### src/rtl/vga_timing_pkg.sv
// Shared XGA (1024x768@60, 65 MHz) timing constants and counter type
// for the video timing generator.
package vga_timing_pkg;

  localparam int CNT_W = 11;

  localparam int XGA_H_ACTIVE = 1024;
  localparam int XGA_H_FP     = 24;
  localparam int XGA_H_SYNC   = 136;
  localparam int XGA_H_BP     = 160;
  localparam int XGA_H_TOTAL  = XGA_H_ACTIVE + XGA_H_FP + XGA_H_SYNC + XGA_H_BP;

  localparam int XGA_V_ACTIVE = 768;
  localparam int XGA_V_FP     = 3;
  localparam int XGA_V_SYNC   = 6;
  localparam int XGA_V_BP     = 29;
  localparam int XGA_V_TOTAL  = XGA_V_ACTIVE + XGA_V_FP + XGA_V_SYNC + XGA_V_BP;

  typedef logic [CNT_W-1:0] cnt_t;

endpackage

### src/rtl/timing_axis.sv
// One video timing axis: wrapping position counter with registered blank and
// sync decode taken from the next count, so flags line up with the count.
module timing_axis
  import vga_timing_pkg::*;
#(
  parameter int ACTIVE           = XGA_H_ACTIVE,
  parameter int FP               = XGA_H_FP,
  parameter int SYNC             = XGA_H_SYNC,
  parameter int BP               = XGA_H_BP,
  parameter bit SYNC_ACTIVE_HIGH = 1'b0
) (
  input  logic clk,
  input  logic rst_n,
  input  logic inc,
  output cnt_t count,
  output logic blnk,
  output logic sync,
  output logic wrap
);

  localparam int   TOTAL      = ACTIVE + FP + SYNC + BP;
  localparam cnt_t LAST       = cnt_t'(TOTAL - 1);
  localparam cnt_t BLNK_START = cnt_t'(ACTIVE);
  localparam cnt_t SYNC_START = cnt_t'(ACTIVE + FP);
  localparam cnt_t SYNC_END   = cnt_t'(ACTIVE + FP + SYNC - 1);
  localparam logic SYNC_ON    = SYNC_ACTIVE_HIGH;
  localparam logic SYNC_OFF   = !SYNC_ACTIVE_HIGH;

  if (TOTAL > 2047) begin : g_total_check
    $error("timing_axis: total %0d does not fit an 11-bit counter", TOTAL);
  end

  cnt_t count_next;

  assign wrap = inc && (count == LAST);

  // NOTE: default assignment first so every path drives count_next (no latch).
  always_comb begin
    count_next = count;
    if (wrap)
      count_next = '0;
    else if (inc)
      count_next = count + cnt_t'(1);
  end

  // NOTE: state registers use non-blocking assignments only.
  always_ff @(posedge clk or negedge rst_n) begin
    if (!rst_n) begin
      count <= '0;
      blnk  <= 1'b0;
      sync  <= SYNC_OFF;
    end else begin
      count <= count_next;
      blnk  <= (count_next >= BLNK_START);
      sync  <= (count_next >= SYNC_START && count_next <= SYNC_END) ? SYNC_ON : SYNC_OFF;
    end
  end

endmodule

### src/rtl/vga_timing_gen.sv
// Pixel-timing source for the drawing pipeline: horizontal/vertical counts,
// sync, blanking and line/frame start strobes, all registered.
module vga_timing_gen
  import vga_timing_pkg::*;
#(
  parameter int H_ACTIVE         = XGA_H_ACTIVE,
  parameter int H_FP             = XGA_H_FP,
  parameter int H_SYNC           = XGA_H_SYNC,
  parameter int H_BP             = XGA_H_BP,
  parameter int V_ACTIVE         = XGA_V_ACTIVE,
  parameter int V_FP             = XGA_V_FP,
  parameter int V_SYNC           = XGA_V_SYNC,
  parameter int V_BP             = XGA_V_BP,
  parameter bit SYNC_ACTIVE_HIGH = 1'b0
) (
  input  logic             pclk,
  input  logic             rst_n,
  input  logic             en,
  output logic [CNT_W-1:0] hcount_out,
  output logic [CNT_W-1:0] vcount_out,
  output logic             hsync_out,
  output logic             vsync_out,
  output logic             hblnk_out,
  output logic             vblnk_out,
  output logic             line_start,
  output logic             frame_start
);

  logic h_wrap;
  logic v_wrap;
  logic v_inc;

  // The vertical axis steps once per completed line.
  assign v_inc = en && h_wrap;

  timing_axis #(
    .ACTIVE           (H_ACTIVE),
    .FP               (H_FP),
    .SYNC             (H_SYNC),
    .BP               (H_BP),
    .SYNC_ACTIVE_HIGH (SYNC_ACTIVE_HIGH)
  ) u_h_axis (
    .clk   (pclk),
    .rst_n (rst_n),
    .inc   (en),
    .count (hcount_out),
    .blnk  (hblnk_out),
    .sync  (hsync_out),
    .wrap  (h_wrap)
  );

  timing_axis #(
    .ACTIVE           (V_ACTIVE),
    .FP               (V_FP),
    .SYNC             (V_SYNC),
    .BP               (V_BP),
    .SYNC_ACTIVE_HIGH (SYNC_ACTIVE_HIGH)
  ) u_v_axis (
    .clk   (pclk),
    .rst_n (rst_n),
    .inc   (v_inc),
    .count (vcount_out),
    .blnk  (vblnk_out),
    .sync  (vsync_out),
    .wrap  (v_wrap)
  );

  // Wrap flags already include en, so a frozen cycle yields zero strobes.
  always_ff @(posedge pclk or negedge rst_n) begin
    if (!rst_n) begin
      line_start  <= 1'b0;
      frame_start <= 1'b0;
    end else begin
      line_start  <= h_wrap;
      frame_start <= v_wrap;
    end
  end

endmodule

### config.mk
export PLATFORM = sky130hd
export DESIGN_NAME = vga_timing_gen
export DESIGN_NICKNAME = d
export VERILOG_FILES = /design/src/rtl/vga_timing_pkg.sv /design/src/rtl/timing_axis.sv /design/src/rtl/vga_timing_gen.sv
export SDC_FILE = /design/constraint.sdc
export NUM_CORES = 1
export LEC_CHECK = 0
export ABC_CLOCK_PERIOD_IN_PS = 5100
export BUFFER_PORTS_ARGS = -buffer_cell sky130_fd_sc_hd__buf_2
export CAP_MARGIN = 0
export CORE_MARGIN = 2
export CORE_UTILIZATION = 40
export DETAILED_ROUTE_END_ITERATION = 10
export PLACE_DENSITY_LB_ADDON = 0.3
export SYNTH_ARGS = -nofsm -noshare
export SYNTH_HDL_FRONTEND = slang
export SYNTH_SLANG_ARGS = --single-unit
### constraint.sdc
create_clock -name pclk -period 5.1 [get_ports pclk]
set_input_delay 1.53 -clock pclk [delete_from_list [all_inputs] [get_ports pclk]]
set_output_delay 1.53 -clock pclk [all_outputs]
set_load 0.05 [all_outputs]
==> results of run 1 <==
-- per-layer routing --
| layer | vias up | share of wire | GRT usage |
|---|---|---|---|
| li1 | 698 | - | - |
| met1 | 642 | 0.51 | 0.242 |
| met2 | 25 | 0.45 | 0.255 |
| met3 | 2 | 0.037 | 0.0244 |
| met4 | 0 | 0.0081 | 0.0368 |
| met5 | - | 0 | 0 |
-- layout make-up --
| cell class | instances | area (µm²) |
|---|---|---|
| Inverter | 5 | 18.8 |
| Clock buffer | 3 | 41.3 |
| Timing Repair Buffer | 30 | 150 |
| Sequential cell | 28 | 703 |
| Fill cell | 409 | 2120 |
| Clock inverter | 1 | 30.0 |
| Multi-Input combinational cell | 139 | 903 |
| Tap cell | 50 | 62.6 |
-- registers in the layout, summed over array words and instances, names as in the netlist --
name and count:
u_h_axis.count 11, line_start 1, u_v_axis.blnk 1, frame_start 1, u_h_axis.blnk 1, u_v_axis.sync 1
u_v_axis.count 11, u_h_axis.sync 1
-- cell families (layout without fill, tap and decap cells) --
group | Yosys count | count (layout) | synth area share
mux | 2 | 2 | 0.0119
buf+inv | 17 | 39 | 0.0475
fa+ha+maj | 3 | 3 | 0.0223
compound gates | 31 | 31 | 0.128
xor+xnor | 17 | 17 | 0.0883
simple gates | 86 | 86 | 0.285
flops | 28 | 28 | 0.417
-- synth_stat cells, drive strengths merged (3+ instances only) --
cell type	count
dfrtp	26
nand2	21
nor2	18
xnor2	12
nand4	8
and2	7
a21oi	6
buf	6
clkbuf	6
nand3	6
nor3	6
and3	5
inv	5
o21ai	5
xor2	5
a211oi	4
and4	4
a31oi	3
ha	3
-- cell usage in the layout (no fill, tap or decap), types with 2 or more instances in the layout --
cell type,instances
nor2_1,18
dfrtp_1,26
nand3_1,6
nand2_1,20
and3_1,4
nor4_1,2
a31oi_1,3
nand4_2,2
nor3_1,6
a22o_1,2
buf_2,30
o21ai_0,5
dfstp_2,2
a21oi_1,6
nand4_1,6
xnor2_1,12
clkbuf_8,3
and4_1,4
nor4bb_1,2
mux2i_1,2
ha_1,3
inv_1,5
nand2b_1,2
a211oi_1,4
xor2_1,5
and2_1,6
-- worst register-to-register path: cells and delay by family (launching register included) --
kind	cells	cell delay (ps)
flops	1	530
compound gates	2	440
xor+xnor	1	190
simple gates	3	1080
-- power by group --
group / switching [µW] / total, µW / internal, µW
sequential: 50.9 / 298 / 248
clock: 71.0 / 176 / 105
combinational: 145 / 207 / 62.5
-- final timing paths --
check / slack (ps) / end / cells past startpoint
max: 2100 / u_v_axis.blnk$_DFF_PN0_ / 7
min: 570 / u_v_axis.count[7]$_DFF_PN0_ / 1
max reg2reg: 2780 / u_v_axis.blnk$_DFF_PN0_ / 6
min reg2reg: 570 / u_v_axis.count[7]$_DFF_PN0_ / 1
max in group asynchronous: 3440 / u_v_axis.count[9]$_DFF_PN0_ / 1
min in group asynchronous: 1260 / u_h_axis.count[4]$_DFF_PN0_ / 1
-- per-stage QoR --
step	cell area (µm²)	power, µW
2_1_floorplan	1690	461
3_3_place_gp	1840	509
3_5_place_dp	1840	512
4_1_cts	1910	690
5_1_grt	1910	720
6_report	1910	682
==> reports/qor.csv, run 1 <==
metric;value;unit
Yosys top cell area share;0.386;
max-cap violations;0;
Site Rows;23;
setup_tns;0;ps
Starting Density;0.419;
core area;4030;µm²
ratio of final minimum period to clock period;0.587;
final setup fails;0;
vias post-DR;1367;
global route overflow;0;
CP Launch Point;en;
worst r2r src;u_h_axis.count[7]$_DFF_PN0_;
post-synth cell types;47;
Arrival @ worst endpoint;3180;ps
hold-fix buffers at CTS;0;
Min Hold Slack;573;ps
top_reg_cell synth;dfrtp_1;
Via density;5.34;
Tmin final;3000;ps
Crit path required time;5290;ps
YS warnings;0;
cells after synthesis;184;
Final Max Slew Viols;0;
final core occ;0.474;
CP startpoint kind;input port;
Peak Freq;0.334;GHz
cell taking the most area after synthesis;dfrtp_1;
Worst Skew;1.79;ps
Hold WC Path Type;reg -> reg;
synthesized area per cell;9.17;µm²
delay-heaviest family, CP;simple AND/OR/NAND/NOR gates;
Post CTS Setup Buffer Count;0;
Post-DP HPWL;2440;µm
vias in the first global route;1280;
share of cells above drive strength 1;0.209;
die area;4750;µm²
Num CTS Buffers;3;
Synth Cell Area;1690;µm²
wire per inst;13.6;µm
crit-path max FO;24;
Worst path slowest cell;and4bb_4;
Routed Antenna Nets;0;
area grow syn2layout;13.2;%
synth top area cells;dfrtp_1, xnor2_1, nand2_1, nor2_1, dfstp_2;
ANT cells;0;
Post-synth EDFFs;0;
TritonCTS Sinks;28;
Max Buffers Root-to-Sink;2;
Crit path largest cell delay;550;ps
worst-path cell chain;buf_2, nand4_2, and4bb_4, nand4_1, xor2_1, o221a_1, a211oi_1;
Worst Path Buf+Inv;1;
Post-CTS Resized;0;
pwr/cell area;357;nW/µm²
Iter 0 DRT Violations;39;
clk slew on worst S/H paths;100;ps
post-synthesis sequential element count;28;
Die W;68.9;µm
Net count, final;213;
initial antenna violation count;0;
Max VDD drop;0.000320;V
DP Cell Count;252;
Place WS;1790;ps
drt pass-1 iters;4;
routability-driven placement congestion ratio;0.784;
largest net degree at the start of global routing;29;
TritonCTS clock tree;built;
worst setup path category;in -> reg;
Crit. End Element;register;
die height;68.9;µm
DR DRC count;0;
Final WS setup;2100;ps
CTS H-Tree Depth;1;
HP Start;u_v_axis.count[7]$_DFF_PN0_;
DRT Wirelength;3480;µm
static leakage;0.000882;µW
outcome;complete, no violations;
worst slew pin tran;619;ps
clock latency on the worst-skew pair;270;ps
non-filler cells, final;256;
sequential fraction of the synthesis area;0.417;
gr usage total;0.164;
RSZ-0062 raised after global routing;false;
Buffers on Ports;30;
io pins;31;
first-pass GRT wire length;5970;µm
Post-Syn Nets;190;
slew margin rel.;0.587;
CTS Root Buffer Type;clkbuf_8;
ys async rst share;1.00;
Hold Violations, Final;0;
(Power assumes the default switching activity.)
==> run 2: changes to the inputs <==
ABC_AREA = 1   (was not set)
ABC_CLOCK_PERIOD_IN_PS = 2700   (was 5100)
clock period = 2.7 ns   (was 5.1 ns; I/O delays follow)
==> run 2 against run 1 <==
  * Clock skew grew 1.6 ps
  * Synthesized cell count grew 6.0%
  * Utilization grew 1.5 points
  * Largest cell class is now flip-flops and latches
  * Highest routed layer unchanged
==> reports/qor.csv, run 2 <==
metric;value;unit
Synth Cell Area;1530;µm²
CTS Root Buffer Type;clkbuf_8;
area grow syn2layout;16.6;%
hold-fix buffers at CTS;0;
worst r2r src;u_h_axis.count[0]$_DFF_PN0_;
Tmin final;1900;ps
DP Cell Count;271;
worst setup path category;in -> reg;
YS warnings;0;
max-cap violations;0;
Crit path required time;2900;ps
ratio of final minimum period to clock period;0.703;
gr usage total;0.153;
cell taking the most area after synthesis;dfrtp_1;
core area;3660;µm²
sw frac;0.382;
Commonest cells post-synth;nand2_1, nor2_1, dfrtp_1, inv_1, nand3_1;
share of cells above drive strength 1;0.220;
static leakage;0.00102;µW
CP startpoint kind;input port;
initial antenna violation count;0;
Iter 0 DRT Violations;28;
die area;4350;µm²
synth top area cells;dfrtp_1, nand2_1, nor2_1, inv_1, nand3_1;
final setup fails;0;
commonest non-fill, non-tap cell in the layout;nand2_1;
crit-path max FO;23;
outcome;complete, no violations;
vias post-DR;1269;
DRT Wirelength;2920;µm
slew margin rel.;0.597;
CTS H-Tree Depth;1;
worst slew pin tran;604;ps
Post-synth EDFFs;0;
combinational share of power;0.309;
RR Endpoint;u_v_axis.sync$_DFF_PN1_;
drt pass-1 iters;4;
TritonCTS clock tree;built;
clock latency on the worst-skew pair;270;ps
Site Rows;22;
Layout fillers;378;
Post CTS Setup Buffer Count;0;
Yosys top cell area share;0.424;
Buffers on Ports;30;
R2R cell count;10;
biggest regs;u_h_axis.count x11, u_v_axis.count x11;
post-synth cell types;24;
sequential share of power;0.423;
first-pass GRT wire length;5050;µm
Via density;4.61;
wire per inst;10.6;µm
routability-driven placement congestion ratio;0.827;
Arrival @ worst endpoint;2100;ps
Post-Syn Nets;201;
Max Buffers Root-to-Sink;2;
TritonCTS Sinks;28;
pwr/cell area;687;nW/µm²
Crit. End Element;register;
Num CTS Buffers;3;
cells after synthesis;195;
DR DRC count;0;
Power Total;1230;µW
non-filler cells, final;275;
clock power share;0.268;
Die W;65.9;µm
top-count cell post-synth;nand2_1;
Routed Antenna Nets;0;
vias in the first global route;1105;
post-synthesis sequential element count;28;
Reg2Reg Setup Slack;880;ps
Final WS setup;802;ps
Peak Freq;0.527;GHz
Place WS;506;ps
Post-DP HPWL;2210;µm
Post-CTS Resized;0;
Min Hold Slack;531;ps
clk slew on worst S/H paths;100;ps
Hold WC Path Type;in -> async;
Max VDD drop;0.000540;V
Hold Violations, Final;0;
die height;65.9;µm
io pins;31;
synthesized area per cell;7.87;µm²
top_reg_cell synth;dfrtp_1;
Starting Density;0.419;
setup_tns;0;ps
sequential fraction of the synthesis area;0.458;
most frequent cells in the layout;nand2_1, nor2_1, buf_2, inv_1, dfrtp_1;
ys async rst share;1.00;
RSZ-0062 raised after global routing;false;
Final Max Slew Viols;0;
Net count, final;234;
Pint;760;µW
Worst Skew;3.37;ps
largest net degree at the start of global routing;29;
global route overflow;0;
ANT cells;0;
P_sw;470;µW
[run 2: changes by cell type in the layout (fill, tap and decap cells not counted), moves of 4 or more]
cell,delta
a211oi_1,-4
and2_1,-6
and3_1,-4
and4_1,-4
inv_1,+21
nand2_1,+35
nand2_2,+4
nand3_1,+5
nor2_1,+13
nor3_1,-5
xnor2_1,-10
[run 2: layout make-up]
type,instances,area [µm²],share of cell area
clock buffers,3,41.3,0.0231
clock inverters,1,30.0,0.0168
inverters,28,105,0.0587
well taps,48,60.1,0.0336
repair buffers,30,150,0.0839
multi-input cells,137,699,0.391
flip-flops and latches,28,703,0.393
[run 2: how the worst max path moves through the flow]
| stage | start | end | slack [ps] | depth (start not counted) |
|---|---|---|---|---|
| 2_1_floorplan | u_h_axis.count[0]$_DFF_PN0_ | u_v_axis.sync$_DFF_PN1_ | 780 | 11 |
| 3_3_place_gp | en | u_v_axis.sync$_DFF_PN1_ | 510 | 10 |
| 3_5_place_dp | en | u_v_axis.sync$_DFF_PN1_ | 510 | 10 |
| 4_1_cts | en | u_v_axis.sync$_DFF_PN1_ | 780 | 10 |
| 5_1_grt | en | u_v_axis.sync$_DFF_PN1_ | 670 | 10 |
| 6_report | en | u_v_axis.sync$_DFF_PN1_ | 800 | 10 |
[run 2: metal layers]
| layer | global-route usage | vias up | share of wire |
|---|---|---|---|
| li1 | - | 671 | - |
| met1 | 0.220 | 564 | 0.50 |
| met2 | 0.234 | 29 | 0.44 |
| met3 | 0.0170 | 5 | 0.042 |
| met4 | 0.0625 | 0 | 0.017 |
| met5 | 0 | - | 0 |
[run 2: critical path, cell delays in order]
cell     delay [ps]
buf_2           130
nand2_2          90
nor2_4          130
nand2_4          90
nor2_8          270
nand2_1          80
o21ai_1         160
nand3_1         110
a21oi_1         130
nand3_1          90
[run 2: cells by family (layout without fill, tap and decap cells)]
logic type	after synthesis	count (layout)	share of synthesized area
adders and majority gates	3	3	0.0245
AOI/OAI and AO/OA	10	10	0.0351
and+or+nand+nor	115	115	0.344
muxes	1	1	0.00653
buffers and inverters	30	62	0.0856
DFF	28	28	0.458
xor gates and xnor gates	8	8	0.0457
[run 2: through the flow]
stage	area, µm²	utilization
after floorplan	1530	-
after global placement	1720	0.469
after detailed placement	1720	0.469
after CTS	1790	0.489
after global routing	1790	0.489
final	1790	0.489
[run 2: power by group through the flow]
stage	logic [µW]	clock network, µW	registers [µW]
6_report	380	330	520
5_1_grt	419	365	532
4_1_cts	385	338	521
3_5_place_dp	384	0	529
3_3_place_gp	384	0	529
2_1_floorplan	138	0	685
==> run 3: changes to the inputs <==
ABC_CLOCK_PERIOD_IN_PS = 1940   (was 2700)
clock period = 1.94 ns   (was 2.7 ns; I/O delays follow)
==> run 3 against run 2 <==
  * Clock skew is 0.59 ps higher
  * Combinational power is 41% higher
  * Register-to-register slack worse by 690 ps
  * Cell area hardly changed
  * Critical path type is now reg -> reg
  * Critical endpoint unchanged
==> reports/qor.csv, run 3 (synthesized netlist as in run 2, its figures left out) <==
metric;value;unit
TritonCTS Sinks;28;
Peak Freq;0.573;GHz
Layout fillers;371;
Worst Skew;3.96;ps
TritonCTS clock tree;built;
crit-path max FO;10;
clock power share;0.198;
Die W;65.9;µm
die area;4350;µm²
area grow syn2layout;16.6;%
CP startpoint kind;register;
non-filler cells, final;277;
clock latency on the worst-skew pair;270;ps
combinational share of power;0.341;
most frequent cells in the layout;nand2_1, nor2_1, buf_2, inv_1, dfrtp_1;
biggest regs;u_h_axis.count x11, u_v_axis.count x11;
Iter 0 DRT Violations;25;
Arrival @ worst endpoint;1950;ps
Hold Violations, Final;0;
Max Buffers Root-to-Sink;2;
ratio of final minimum period to clock period;0.900;
io pins;31;
RSZ-0062 raised after global routing;false;
commonest non-fill, non-tap cell in the layout;nand2_1;
routability-driven placement congestion ratio;0.813;
Hold WC Path Type;in -> async;
Post-DP HPWL;2240;µm
DP Cell Count;273;
Starting Density;0.419;
core area;3660;µm²
first-pass GRT wire length;5110;µm
vias post-DR;1265;
DRT Wirelength;3090;µm
largest net degree at the start of global routing;29;
Final Max Slew Viols;0;
static leakage;0.00101;µW
DR DRC count;0;
Crit path required time;2150;ps
wire per inst;11.2;µm
Net count, final;237;
gr usage total;0.154;
final setup fails;0;
outcome;complete, no violations;
die height;65.9;µm
slew margin rel.;0.592;
sequential share of power;0.461;
Post CTS Setup Buffer Count;0;
global route overflow;0;
Max VDD drop;0.000773;V
Tmin final;1750;ps
CTS H-Tree Depth;1;
max-cap violations;0;
ANT cells;0;
Num CTS Buffers;3;
Via density;4.57;
final core occ;0.488;
vias in the first global route;1139;
CTS Root Buffer Type;clkbuf_8;
hold-fix buffers at CTS;0;
worst setup path category;reg -> reg;
initial antenna violation count;0;
Buffers on Ports;30;
Site Rows;22;
sw frac;0.413;
worst slew pin tran;612;ps
Power Total;1570;µW
clk slew on worst S/H paths;90;ps
pwr/cell area;878;nW/µm²
Crit. End Element;register;
Routed Antenna Nets;0;
share of cells above drive strength 1;0.231;
P_sw;647;µW
Pint;922;µW
drt pass-1 iters;4;
setup_tns;0;ps
run 3: final timing paths:
| check | from | end | slack, ps | cells after the start |
|---|---|---|---|---|
| worst max-delay path | u_h_axis.count[0]$_DFF_PN0_ | u_v_axis.sync$_DFF_PN1_ | 190 | 10 |
| worst max register to register | u_h_axis.count[0]$_DFF_PN0_ | u_v_axis.sync$_DFF_PN1_ | 190 | 10 |
| min in group pclk | u_h_axis.count[2]$_DFF_PN0_ | u_h_axis.count[2]$_DFF_PN0_ | 540 | 1 |
| worst min register to register | u_h_axis.count[2]$_DFF_PN0_ | u_h_axis.count[2]$_DFF_PN0_ | 540 | 1 |
| max in group asynchronous | rst_n | u_h_axis.count[7]$_DFF_PN0_ | 1230 | 1 |
| worst min-delay path | rst_n | line_start$_DFF_PN0_ | 310 | 1 |
run 3: per-stage QoR:
| step | cell area, µm² | worst slack (ps) | hold WS [ps] |
|---|---|---|---|
| after floorplan | 1530 | 18.3 | 286 |
| after global placement | 1730 | 24.1 | 529 |
| after detailed placement | 1730 | 19.7 | 526 |
| after CTS | 1770 | 122 | 335 |
| after global routing | 1790 | 26.6 | 359 |
| final | 1790 | 194 | 311 |
run 3: repair_timing:
item                       4_1_cts  5_1_grt
hold endpoints to repair         0        0
setup endpoints to repair        0        1
gates resized for setup          0        1
run 3: layer usage:
metal | track usage | wire length [µm] | up-vias | part of all wire
met3 | 0.0187 | 100 | 7 | 0.032
met4 | 0.0625 | 68 | 0 | 0.022
met2 | 0.241 | 1380 | 26 | 0.45
li1 | - | - | 671 | -
met1 | 0.215 | 1540 | 561 | 0.50
met5 | 0 | 0 | - | 0
run 3: area by class of cell:
class / instances / area (µm²) / share of cell area
tap: 48 / 60.1 / 0.0336
clock buffer: 3 / 41.3 / 0.0231
multi-input combinational: 138 / 713 / 0.399
inverter: 28 / 105 / 0.0588
sequential: 28 / 703 / 0.393
timing repair buffer: 32 / 165 / 0.0924
run 3: power groups by stage:
stage | Combinational, µW | Sequential [µW] | Clock, µW
5_1_grt | 586 | 738 | 348
2_1_floorplan | 193 | 953 | 0
3_3_place_gp | 532 | 734 | 0
4_1_cts | 540 | 725 | 316
6_report | 535 | 724 | 310
3_5_place_dp | 538 | 736 | 0
run 3: critical path, cell delays in order, from the launching register on:
cell     delay [ps]
dfrtp_1         420
ha_1            190
nand2_2          90
nor2_4          120
nand2_4         110
nor2_8          200
nand2_1          70
o21ai_1         150
nand3_1         110
a21oi_1         140
nand3_1          80
